$ cat src/rtl/bus_txn_ctrl.sv
// Slave-side bus transaction sequencer.
// Decodes the granted master's address onto 8 active-low chip selects, inserts
// per-slave programmable wait states, waits for slave ready and returns a one-cycle
// ready pulse to the master.
// Optional feature macro: BUS_TIMEOUT_EN builds the ACCESS timeout watchdog, which
// terminates a hung access with rdy_=0 and err=1. Without it err is tied low.
module bus_txn_ctrl #(
  parameter int unsigned ADDR_W  = 30,
  parameter int unsigned WAIT_W  = 4,
  parameter int unsigned TO_W    = 8,
  parameter int unsigned TIMEOUT = 255
) (
  input  logic              clk,
  input  logic              rst_n,
  input  logic              as_,
  input  logic [ADDR_W-1:0] addr,
  input  logic [7:0]        slv_rdy_,
  output logic [7:0]        slv_cs_,
  output logic              rdy_,
  output logic              err,
  input  logic              cfg_we,
  input  logic [2:0]        cfg_sel,
  input  logic [WAIT_W-1:0] cfg_wait
);

  // Catch an out-of-range timeout at elaboration.
  if (TIMEOUT == 0 || TIMEOUT >= (2 ** TO_W)) begin : gen_bad_timeout
    $error("bus_txn_ctrl: TIMEOUT must be in 1..2**TO_W-1");
  end

  typedef enum logic [1:0] {StIdle, StAccess, StResp, StErr} state_e;

  state_e            state;
  logic [2:0]        sel;
  logic [WAIT_W-1:0] wcnt;
  logic [WAIT_W-1:0] wait_tbl [8];
  logic [2:0]        addr_sel;

  assign addr_sel = addr[ADDR_W-1 -: 3];

`ifdef BUS_TIMEOUT_EN
  logic [TO_W-1:0] tcnt;
  logic            to_hit;

  assign to_hit = (tcnt == TO_W'(TIMEOUT - 1));

  // Count ACCESS cycles (wait states included), saturating; cleared while idle.
  always_ff @(posedge clk) begin
    if (!rst_n) begin
      tcnt <= '0;
    end else if (state == StAccess) begin
      if (tcnt != '1) tcnt <= tcnt + 1'b1;
    end else begin
      tcnt <= '0;
    end
  end
`else
  assign err = 1'b0;
`endif

  // Wait-state table; writable in any state, read only at transaction start.
  always_ff @(posedge clk) begin
    if (!rst_n) begin
      for (int i = 0; i < 8; i++) wait_tbl[i] <= '0;
    end else if (cfg_we) begin
      wait_tbl[cfg_sel] <= cfg_wait;
    end
  end

  // Transaction FSM with registered chip selects, ready and error.
  always_ff @(posedge clk) begin
    if (!rst_n) begin
      state   <= StIdle;
      sel     <= '0;
      wcnt    <= '0;
      slv_cs_ <= 8'hFF;
      rdy_    <= 1'b1;
`ifdef BUS_TIMEOUT_EN
      err     <= 1'b0;
`endif
    end else begin
      unique case (state)
        StIdle: begin
          if (!as_) begin
            sel     <= addr_sel;
            wcnt    <= wait_tbl[addr_sel];
            slv_cs_ <= ~(8'b1 << addr_sel);
            state   <= StAccess;
          end
        end
        StAccess: begin
          if (as_) begin
            // Master abort: drop the select silently.
            slv_cs_ <= 8'hFF;
            state   <= StIdle;
          end else if (wcnt != '0) begin
            wcnt <= wcnt - 1'b1;
          end else if (!slv_rdy_[sel]) begin
            // Ready has priority over a coincident timeout.
            rdy_    <= 1'b0;
            slv_cs_ <= 8'hFF;
            state   <= StResp;
`ifdef BUS_TIMEOUT_EN
          end else if (to_hit) begin
            rdy_    <= 1'b0;
            err     <= 1'b1;
            slv_cs_ <= 8'hFF;
            state   <= StErr;
`endif
          end
        end
        StResp, StErr: begin
          rdy_  <= 1'b1;
`ifdef BUS_TIMEOUT_EN
          err   <= 1'b0;
`endif
          state <= StIdle;
        end
        default: state <= StIdle;
      endcase
    end
  end

endmodule

$ cat config.mk
export PLATFORM = sky130hd
export DESIGN_NAME = bus_txn_ctrl
export DESIGN_NICKNAME = d
export VERILOG_FILES = /design/src/rtl/bus_txn_ctrl.sv
export SDC_FILE = /design/constraint.sdc
export NUM_CORES = 1
export LEC_CHECK = 0
export ABC_AREA = 1
export BUFFER_PORTS_ARGS = -buffer_cell sky130_fd_sc_hd__buf_2
export CAP_MARGIN = 25
export CORE_UTILIZATION = 52
export CTS_CLUSTER_DIAMETER = 40
export DETAILED_ROUTE_END_ITERATION = 16
export PLACE_DENSITY = 0.78
export SKIP_CTS_REPAIR_TIMING = 1
export SLEW_MARGIN = 20
export SYNTH_ARGS = -nofsm -noshare
export SYNTH_HDL_FRONTEND = slang
export SYNTH_SLANG_ARGS = --single-unit
$ cat constraint.sdc
create_clock -name clk -period 1.5 [get_ports clk]
set_input_delay 0.225 -clock clk [delete_from_list [all_inputs] [get_ports clk]]
set_output_delay 0.225 -clock clk [all_outputs]
set_load 0.05 [all_outputs]
==> results of run 1 <==
==> placed cells by master, fill, tap and decap left out, drive strengths merged <==
cell type	instances
a21o	1
a21oi	10
a22oi	10
a31oi	2
buf	35
clkbuf	5
clkinv	1
clkinvlp	1
conb	1
dfxtp	18
edfxtp	32
ha	1
inv	34
nand2	81
nand3	25
nand4	4
nor2	50
nor3	1
o21ai	4
or2	1
==> worst max-delay path, cell delays in order (launching register included) <==
cell     delay [ps]
dfxtp_1         310
inv_1           120
ha_1            180
nand2_1          80
nor2_2          110
nand2_1          70
nand2_2         120
inv_1            80
a21o_1          160
a31oi_1         110
==> area by class of cell <==
cell class	instances	area (um^2)	area share, %
sequential	50	1320	49.5
multi-input combinational	191	882	33.1
tap	52	65.1	2.44
inverter	33	124	4.64
timing repair buffer	35	188	7.04
clock inverter	3	18.8	0.704
clock buffer	5	68.8	2.58
==> how the worst max path moves through the flow <==
stage	end	slack, ps	startpoint	cells after the start
after floorplan	wcnt[3]	250	wcnt[0]	9
after global placement	wcnt[3]	140	wcnt[0]	9
after detailed placement	wcnt[3]	140	wcnt[0]	9
after CTS	wcnt[3]	120	wcnt[0]	9
after global routing	wcnt[3]	8	wcnt[0]	9
final	wcnt[3]	110	wcnt[0]	9
==> state kept, by name (all words and copies together) (netlist names) <==
signal    flops
rdy_          1
sel           3
slv_cs_       8
state         2
wait_tbl     32
wcnt          4
==> metal layers <==
layer | vias to the layer above | global-route usage, % | part of all wire (%)
li1 | 982 | - | -
met1 | 827 | 25.6 | 46
met2 | 59 | 35.4 | 47
met3 | 8 | 4.24 | 5.4
met4 | 0 | 8.62 | 2.0
met5 | - | 0 | 0
==> kinds of logic after synthesis <==
| family | after synthesis |
|---|---|
| simple gates | 162 |
| fa+ha+maj | 1 |
| other cells | 1 |
| compound gates | 27 |
| flops | 50 |
| buf+inv | 36 |
==> power by group <==
group / internal (mW) / switching [mW] / leakage [nW]
clock network: 0.328 / 0.458 / 0.0445
registers: 1.56 / 0.0436 / 0.455
logic: 0.166 / 0.361 / 0.709
==> metrics.md, run 1 <==
| Metric | Value |
|---|---|
| Status | `completed` |
| Worst skew pair latency | `310 ps` |
| Fin cells | `369` |
| Multiplexer share of the synthesized area | `0%` |
| DRC | `0` |
| Synth area leader | `edfxtp_1` |
| Clock Skew | `7.87 ps` |
| Most common cell in the netlist | `nand2_1` |
| Mapped Nets | `327` |
| Routed Antenna Nets | `0` |
| Post-synth EDFFs | `32` |
| XOR/XNOR Fraction of Synth Area | `0%` |
| Tcrit/Tclk final | `92.7%` |
| Core Util, Final | `61.3%` |
| Effective utilization at floorplan | `53.8%` |
| Synth warn | `0` |
| Hold path cells | `4` |
| H-tree depth | `2` |
| Main combinational cell family by area after synthesis | `simple AND/OR/NAND/NOR gates` |
| R2r endpoint | `wcnt[3]` |
| I/O pins | `59` |
| Adder-cell share of the synthesized area | `0.534%` |
| Sequential fraction of the synthesis area | `56.4%` |
| Via count | `1,876` |
| CP endpoint kind | `register` |
| Row count | `24` |
| CTS tree | `yes` |
| Max frequency | `719 MHz` |
| Final instance area | `2670 um^2` |
| DR WL/cell | `12.5 um` |
| CP arrival | `1630 ps` |
| Cells after synthesis | `277` |
| Largest net degree at the start of global routing | `23` |
| Maxcap violations | `0` |
| Dpl cells | `361` |
| Total power | `2.92 mW` |
| Class of the worst hold path | `in -> reg` |
| Global-route wire length before repair | `7.75 mm` |
| Pwr Density | `1090 nW/um^2` |
| R2r startpoint | `wcnt[0]` |
| Final worst setup slack | `109 ps` |
| WHS | `212 ps` |
| Via count of the first global-routing pass | `1,772` |
| Vias/cell | `5.08` |
| # clock sinks | `50` |
| Synth top area cells | `edfxtp_1, dfxtp_1, nand2_1` |
| Peak supply drop | `0.000627 V` |
| Detail Placement HPWL | `3.43 mm` |
| Cts bufs inserted | `5` |
| Post-synthesis compound-gate area fraction | `7.05%` |
| Worst path required time | `1740 ps` |
| Post-synth top flop | `edfxtp_1` |
| Leak pwr | `1.21 nW` |
| # fillers | `393` |
| Post-synth ARST share | `0%` |
| N_diodes | `0` |
| Die width | `69.1 um` |
| Synth Area in Simple Gates | `29.9%` |
| RSZ-0062 raised after global routing | `false` |
| Net count, final | `366` |
| Pins Over Slew Limit | `0` |
| Share of cells above drive strength 1 | `19.2%` |
| Critical path class | `reg -> reg` |
| GRT Overall Usage | `20.8%` |
| Die Height | `69.1 um` |
| Final hold vios | `0` |
| Reg2reg path depth | `9` |
| Post-DP Area | `2580 um^2` |
| Post-synth top area share | `41.0%` |
| Hold worst-path end | `state[1]` |
| CP Max Fanout | `6` |
| Final setup violation count | `0` |
| Area delta synth->final | `13.9%` |
| CTS root buffer | `clkbuf_8` |
| Core box area | `4350 um^2` |
| Worst Setup Start Kind | `register` |
| Yosys reg bits | `50` |
| Clock transition at the registers of the reported paths | `90 ps` |
| Mean post-synth cell area | `8.46 um^2` |
| R2R setup slack | `110 ps` |
| Synthesized cell area | `2340 um^2` |
| Pre-CTS WS | `137 ps` |
| Netlist cell types | `23` |
| Final GP Congestion | `0.825` |
| Max Buffers Root-to-Sink | `2` |
| Hold Path Origin | `as_` |
| Min Tclk post-route | `1390 ps` |
| Initial DRC Count | `141` |
| Die area | `4780 um^2` |
| Port bufs | `30` |
| Total wire length | `4.62 mm` |
| Antenna violations before repair | `0` |
| Gr ovfl total | `0` |
| Setup TNS Final | `0 ps` |
| DR pass1 iterations | `5` |
| Synth cell count leaders | `nand2_1, nor2_1, edfxtp_1` |
Note: power is estimated with default switching activity, not from simulation.
==> run 2, diff against run 1 <==
--- a/config.mk
+++ b/config.mk
@@ -5,13 +5,12 @@
 export SDC_FILE = /design/constraint.sdc
 export NUM_CORES = 1
 export LEC_CHECK = 0
-export ABC_AREA = 1
 export BUFFER_PORTS_ARGS = -buffer_cell sky130_fd_sc_hd__buf_2
 export CAP_MARGIN = 25
-export CORE_UTILIZATION = 52
+export CORE_UTILIZATION = 53
 export CTS_CLUSTER_DIAMETER = 40
 export DETAILED_ROUTE_END_ITERATION = 16
-export PLACE_DENSITY = 0.78
+export PLACE_DENSITY = 0.79
 export SKIP_CTS_REPAIR_TIMING = 1
 export SLEW_MARGIN = 20
 export SYNTH_ARGS = -nofsm -noshare
==> metrics.md, run 2 <==
| Metric | Value |
|---|---|
| Status | `complete, but fails checks` |
| Failing checks | `negative setup slack` |
| Via count of the first global-routing pass | `1,662` |
| Biggest regs | `wait_tbl: 32 flops, slv_cs_: 8 flops, wcnt: 4 flops` |
| Largest net degree at the start of global routing | `16` |
| Worst path required time | `1730 ps` |
| Row count | `24` |
| RSZ-0062 raised after global routing | `true` |
| Sequential fraction of the synthesis area | `54.5%` |
| Vias/cell | `5.45` |
| Pins Over Slew Limit | `0` |
| Post-synth top area share | `39.7%` |
| Reg2reg path depth | `7` |
| Share of power burned in registers | `54.1%` |
| Max Buffers Root-to-Sink | `2` |
| Critical path class | `reg -> reg` |
| Clock transition at the registers of the reported paths | `90 ps` |
| Hold path cells | `2` |
| Cells after synthesis | `206` |
| Die Height | `69.6 um` |
| Fin cells | `306` |
| Clock Power Share | `32.0%` |
| Cts bufs inserted | `5` |
| CP arrival | `1750 ps` |
| Netlist cell types | `35` |
| Total wire length | `4.50 mm` |
| Crit path launch | `wcnt[0]` |
| Multi-input logic area | `1030 um^2` |
| Die width | `69.6 um` |
| Maxcap violations | `0` |
| Largest reg by FF count | `wait_tbl` |
| Max frequency | `656 MHz` |
| # clock sinks | `50` |
| Min Tclk post-route | `1520 ps` |
| Leak pwr | `1.13 nW` |
| GRT Overall Usage | `19.8%` |
| DR WL/cell | `14.7 um` |
| Sw Ratio | `23.9%` |
| Global-route wire length before repair | `7.42 mm` |
| Detail Placement HPWL | `3.35 mm` |
| Post-synth top flop | `edfxtp_1` |
| DRC | `0` |
| NetSw | `701 uW` |
| Peak supply drop | `0.000674 V` |
| Class of the worst hold path | `in -> reg` |
| # fillers | `348` |
| CP Max Fanout | `8` |
| Final GP Congestion | `0.747` |
| Synth top area cells | `edfxtp_1, dfxtp_1, and2_1` |
| Most frequent cells in the layout | `and2_1, edfxtp_1, buf_2, buf_4, dfxtp_1` |
| Max reg flops | `32` |
| Yosys reg bits | `50` |
| I/O pins | `59` |
| Net count, final | `303` |
| Worst skew pair latency | `300 ps` |
| Hold Path Origin | `as_` |
| Synth area leader | `edfxtp_1` |
| Gr ovfl total | `0` |
| CTS tree | `yes` |
| Antenna violations before repair | `0` |
| Mean post-synth cell area | `11.8 um^2` |
| Post-synth ARST share | `0%` |
| Final setup violation count | `5` |
| Area delta synth->final | `18.0%` |
| Sequential cell area | `1320 um^2` |
| Effective utilization at floorplan | `55.3%` |
| Via count | `1,668` |
| N_diodes | `0` |
| Synthesized cell area | `2420 um^2` |
| Routed Antenna Nets | `0` |
| Final hold vios | `0` |
| Synth warn | `0` |
| Dpl cells | `297` |
| Mapped Nets | `256` |
| Post-synth EDFFs | `32` |
| H-tree depth | `2` |
| Die area | `4840 um^2` |
| Core Util, Final | `65.2%` |
| Clock Skew | `3.52 ps` |
| Logic pwr share | `13.9%` |
| Initial DRC Count | `72` |
| Port bufs | `30` |
| Total power | `2.93 mW` |
| Worst Setup Start Kind | `register` |
| Pwr Density | `1030 nW/um^2` |
| CTS root buffer | `clkbuf_8` |
| Internal Pwr Total | `2.23 mW` |
| DR pass1 iterations | `4` |
| Tcrit/Tclk final | `102%` |
| Core box area | `4380 um^2` |
| R2r startpoint | `wcnt[0]` |
| Share of cells above drive strength 1 | `28.3%` |
| CP endpoint kind | `register` |
| Synth cell count leaders | `and2_1, edfxtp_1, dfxtp_1` |
| Final worst setup slack | `-23.4 ps` |
-- run 2: final cells by class --
class                      instances  share of cell area (%)
clock buffer                       6                    2.54
inverter                          11                    1.44
clock inverter                     2                    1.31
multi-input combinational        137                    36.1
timing repair buffer              48                    9.98
sequential                        50                    46.3
tap                               52                    2.28
-- run 2: cells by family (layout without fill, tap and decap cells) --
logic type                 Yosys count  count (layout)  synth area share [%]
and+or+nand+nor                     88              88                  21.0
DFF                                 50              50                  54.5
AOI/OAI and AO/OA                   28              28                  7.23
muxes                               19              19                  12.3
buffers and inverters               19              67                  4.29
adders and majority gates            1               1                 0.516
other                                1               1                 0.155
-- run 2: routing by layer --
metal / GRT usage [%] / vias to the layer above / share of wire, %
li1: - / 835 / -
met2: 36.7 / 32 / 53
met4: 6.12 / 0 / 1.5
met1: 22.6 / 794 / 42
met5: 0 / - / 0
met3: 4.22 / 7 / 2.9
-- run 2: worst paths after layout --
check | endpoint | slack (ps)
max reg2reg | slv_cs_[1] | -20
min reg2reg | rdy_ | 470
min | state[0] | 180
max | slv_cs_[1] | -20
-- run 2: power by group through the flow --
stage	Sequential, mW	Combinational (mW)	Clock, mW
after floorplan	1.62	0.244	0
after global placement	1.61	0.372	0
after detailed placement	1.62	0.383	0
after CTS	1.58	0.384	0.949
after global routing	1.59	0.445	0.998
final	1.59	0.407	0.939
-- run 2: through the flow --
stage	hold slack (ps)	setup slack [ps]	area [um^2]	TNS (ps)
after floorplan	303	131	2420	0
after global placement	444	15.9	2700	0
after detailed placement	451	-61.2	2700	-91.5
after CTS	175	-108	2810	-335
after global routing	187	-126	2860	-805
final	179	-23.4	2860	-69.8
-- run 2: critical path, cell delays in order (launching register included) --
cell      delay (ps)
dfxtp_2          340
inv_2             70
ha_4             120
nor3b_4          250
nor3_2            80
a211oi_2         250
o21ai_4          160
a31oi_4          170
==> run 3, diff against run 2 <==
--- a/config.mk
+++ b/config.mk
@@ -7,10 +7,13 @@
 export LEC_CHECK = 0
 export BUFFER_PORTS_ARGS = -buffer_cell sky130_fd_sc_hd__buf_2
 export CAP_MARGIN = 25
-export CORE_UTILIZATION = 53
+export CELL_PAD_IN_SITES_DETAIL_PLACEMENT = 1
+export CELL_PAD_IN_SITES_GLOBAL_PLACEMENT = 1
+export CORE_UTILIZATION = 41
 export CTS_CLUSTER_DIAMETER = 40
 export DETAILED_ROUTE_END_ITERATION = 16
-export PLACE_DENSITY = 0.79
+export PLACE_DENSITY_LB_ADDON = 0.1
+export SETUP_SLACK_MARGIN = 0.3
 export SKIP_CTS_REPAIR_TIMING = 1
 export SLEW_MARGIN = 20
 export SYNTH_ARGS = -nofsm -noshare
==> metrics.md, run 3 (same netlist as run 2, synthesis figures left out) <==
| Metric | Value |
|---|---|
| Status | `complete, but fails checks` |
| Failing checks | `negative setup slack` |
| Row count | `27` |
| Cts bufs inserted | `5` |
| Hold Path Origin | `as_` |
| CP endpoint kind | `register` |
| CP Max Fanout | `8` |
| Via count of the first global-routing pass | `1,817` |
| Critical path class | `reg -> reg` |
| # clock sinks | `50` |
| H-tree depth | `2` |
| R2R setup slack | `-30 ps` |
| Largest reg by FF count | `wait_tbl` |
| DRC | `0` |
| Global-route wire length before repair | `8.75 mm` |
| Final GP Congestion | `0.754` |
| Reg2reg path depth | `7` |
| Detail Placement HPWL | `4.11 mm` |
| Final hold vios | `0` |
| Routed Antenna Nets | `0` |
| CTS root buffer | `clkbuf_8` |
| Worst path required time | `1720 ps` |
| Max frequency | `655 MHz` |
| Pins Over Slew Limit | `0` |
| Max reg flops | `32` |
| Die area | `6220 um^2` |
| Vias/cell | `5.16` |
| CP arrival | `1750 ps` |
| Core Util, Final | `51.9%` |
| Die width | `78.9 um` |
| Clock Skew | `11.5 ps` |
| Peak supply drop | `0.000567 V` |
| Biggest regs | `wait_tbl: 32 flops, slv_cs_: 8 flops, wcnt: 4 flops` |
| Area delta synth->final | `20.2%` |
| Max Buffers Root-to-Sink | `2` |
| CTS tree | `yes` |
| Final worst setup slack | `-26.2 ps` |
| Final instance area | `2910 um^2` |
| Effective utilization at floorplan | `43.2%` |
| Worst Setup Start Kind | `register` |
| Net count, final | `297` |
| Most frequent cells in the layout | `and2_1, edfxtp_1, buf_2, dfxtp_1, nor2_1` |
| Tcrit/Tclk final | `102%` |
| Setup TNS Final | `-44.4 ps` |
| # fillers | `614` |
| Initial DRC Count | `41` |
| Pre-CTS WS | `-35.4 ps` |
| Core box area | `5610 um^2` |
| Worst skew pair latency | `300 ps` |
| DR WL/cell | `16.6 um` |
| Antenna violations before repair | `0` |
| Port bufs | `30` |
| N_diodes | `0` |
| WHS | `225 ps` |
| Class of the worst hold path | `in -> reg` |
| Leak pwr | `1.12 nW` |
| Hold worst-path end | `state[0]` |
| Final setup violation count | `3` |
| Clock transition at the registers of the reported paths | `80 ps` |
| Min Tclk post-route | `1530 ps` |
| Pwr Density | `1020 nW/um^2` |
| Post-DP Area | `2720 um^2` |
| GRT Overall Usage | `18.7%` |
| Share of cells above drive strength 1 | `31.5%` |
| Via count | `1,651` |
| R2r startpoint | `wcnt[0]` |
| Hold path cells | `2` |
| I/O pins | `59` |
| Total wire length | `5.32 mm` |
| RSZ-0062 raised after global routing | `true` |
| Maxcap violations | `0` |
| DR pass1 iterations | `4` |
| R2r endpoint | `slv_cs_[5]` |
| Die Height | `78.9 um` |
| Gr ovfl total | `0` |
| Largest net degree at the start of global routing | `19` |
run 3: power breakdown:
part / internal [mW] / switching [mW] / total (mW)
sequential: 1.54 / 0.0469 / 1.59
combinational: 0.207 / 0.240 / 0.447
clock: 0.498 / 0.444 / 0.942
run 3: routing by layer:
layer / share of wire [%] / global-route usage, % / up-vias
li1: - / - / 825
met1: 41 / 20.1 / 797
met2: 56 / 36.8 / 23
met3: 2.4 / 3.91 / 6
met4: 0.88 / 4.73 / 0
met5: 0 / 0 / -
run 3: metrics by stage:
stage,power (mW),std cells
final,2.98,320
after global routing,3.10,320
after CTS,2.96,317
after detailed placement,2.02,309
after global placement,1.99,309
after floorplan,1.88,206
run 3: worst max-delay path by stage:
stage	start	cells after the start	endpoint	slack (ps)
after floorplan	wcnt[1]	7	slv_cs_[0]	210
after global placement	sel[0]	5	slv_cs_[7]	70
after detailed placement	sel[0]	5	slv_cs_[5]	-40
after CTS	sel[0]	5	slv_cs_[5]	-50
after global routing	wcnt[0]	7	slv_cs_[5]	-130
final	wcnt[0]	7	slv_cs_[5]	-30
run 3: final cells by class:
class                           instances  area [um^2]  share of cell area [%]
Clock buffer                            6         72.6                    2.49
Clock inverter                          2         37.5                    1.29
Multi-Input combinational cell        137         1090                    37.4
Sequential cell                        50         1330                    45.6
Inverter                               11         41.3                    1.42
Timing Repair Buffer                   42          254                    8.72
Tap cell                               72         90.1                    3.09
run 3: critical path, stage by stage (launching register included):
cell,delay (ps)
dfxtp_2,340
inv_2,80
ha_4,140
nor3b_4,210
nor3_2,60
a211oi_2,280
o21ai_4,140
a31oi_1,200
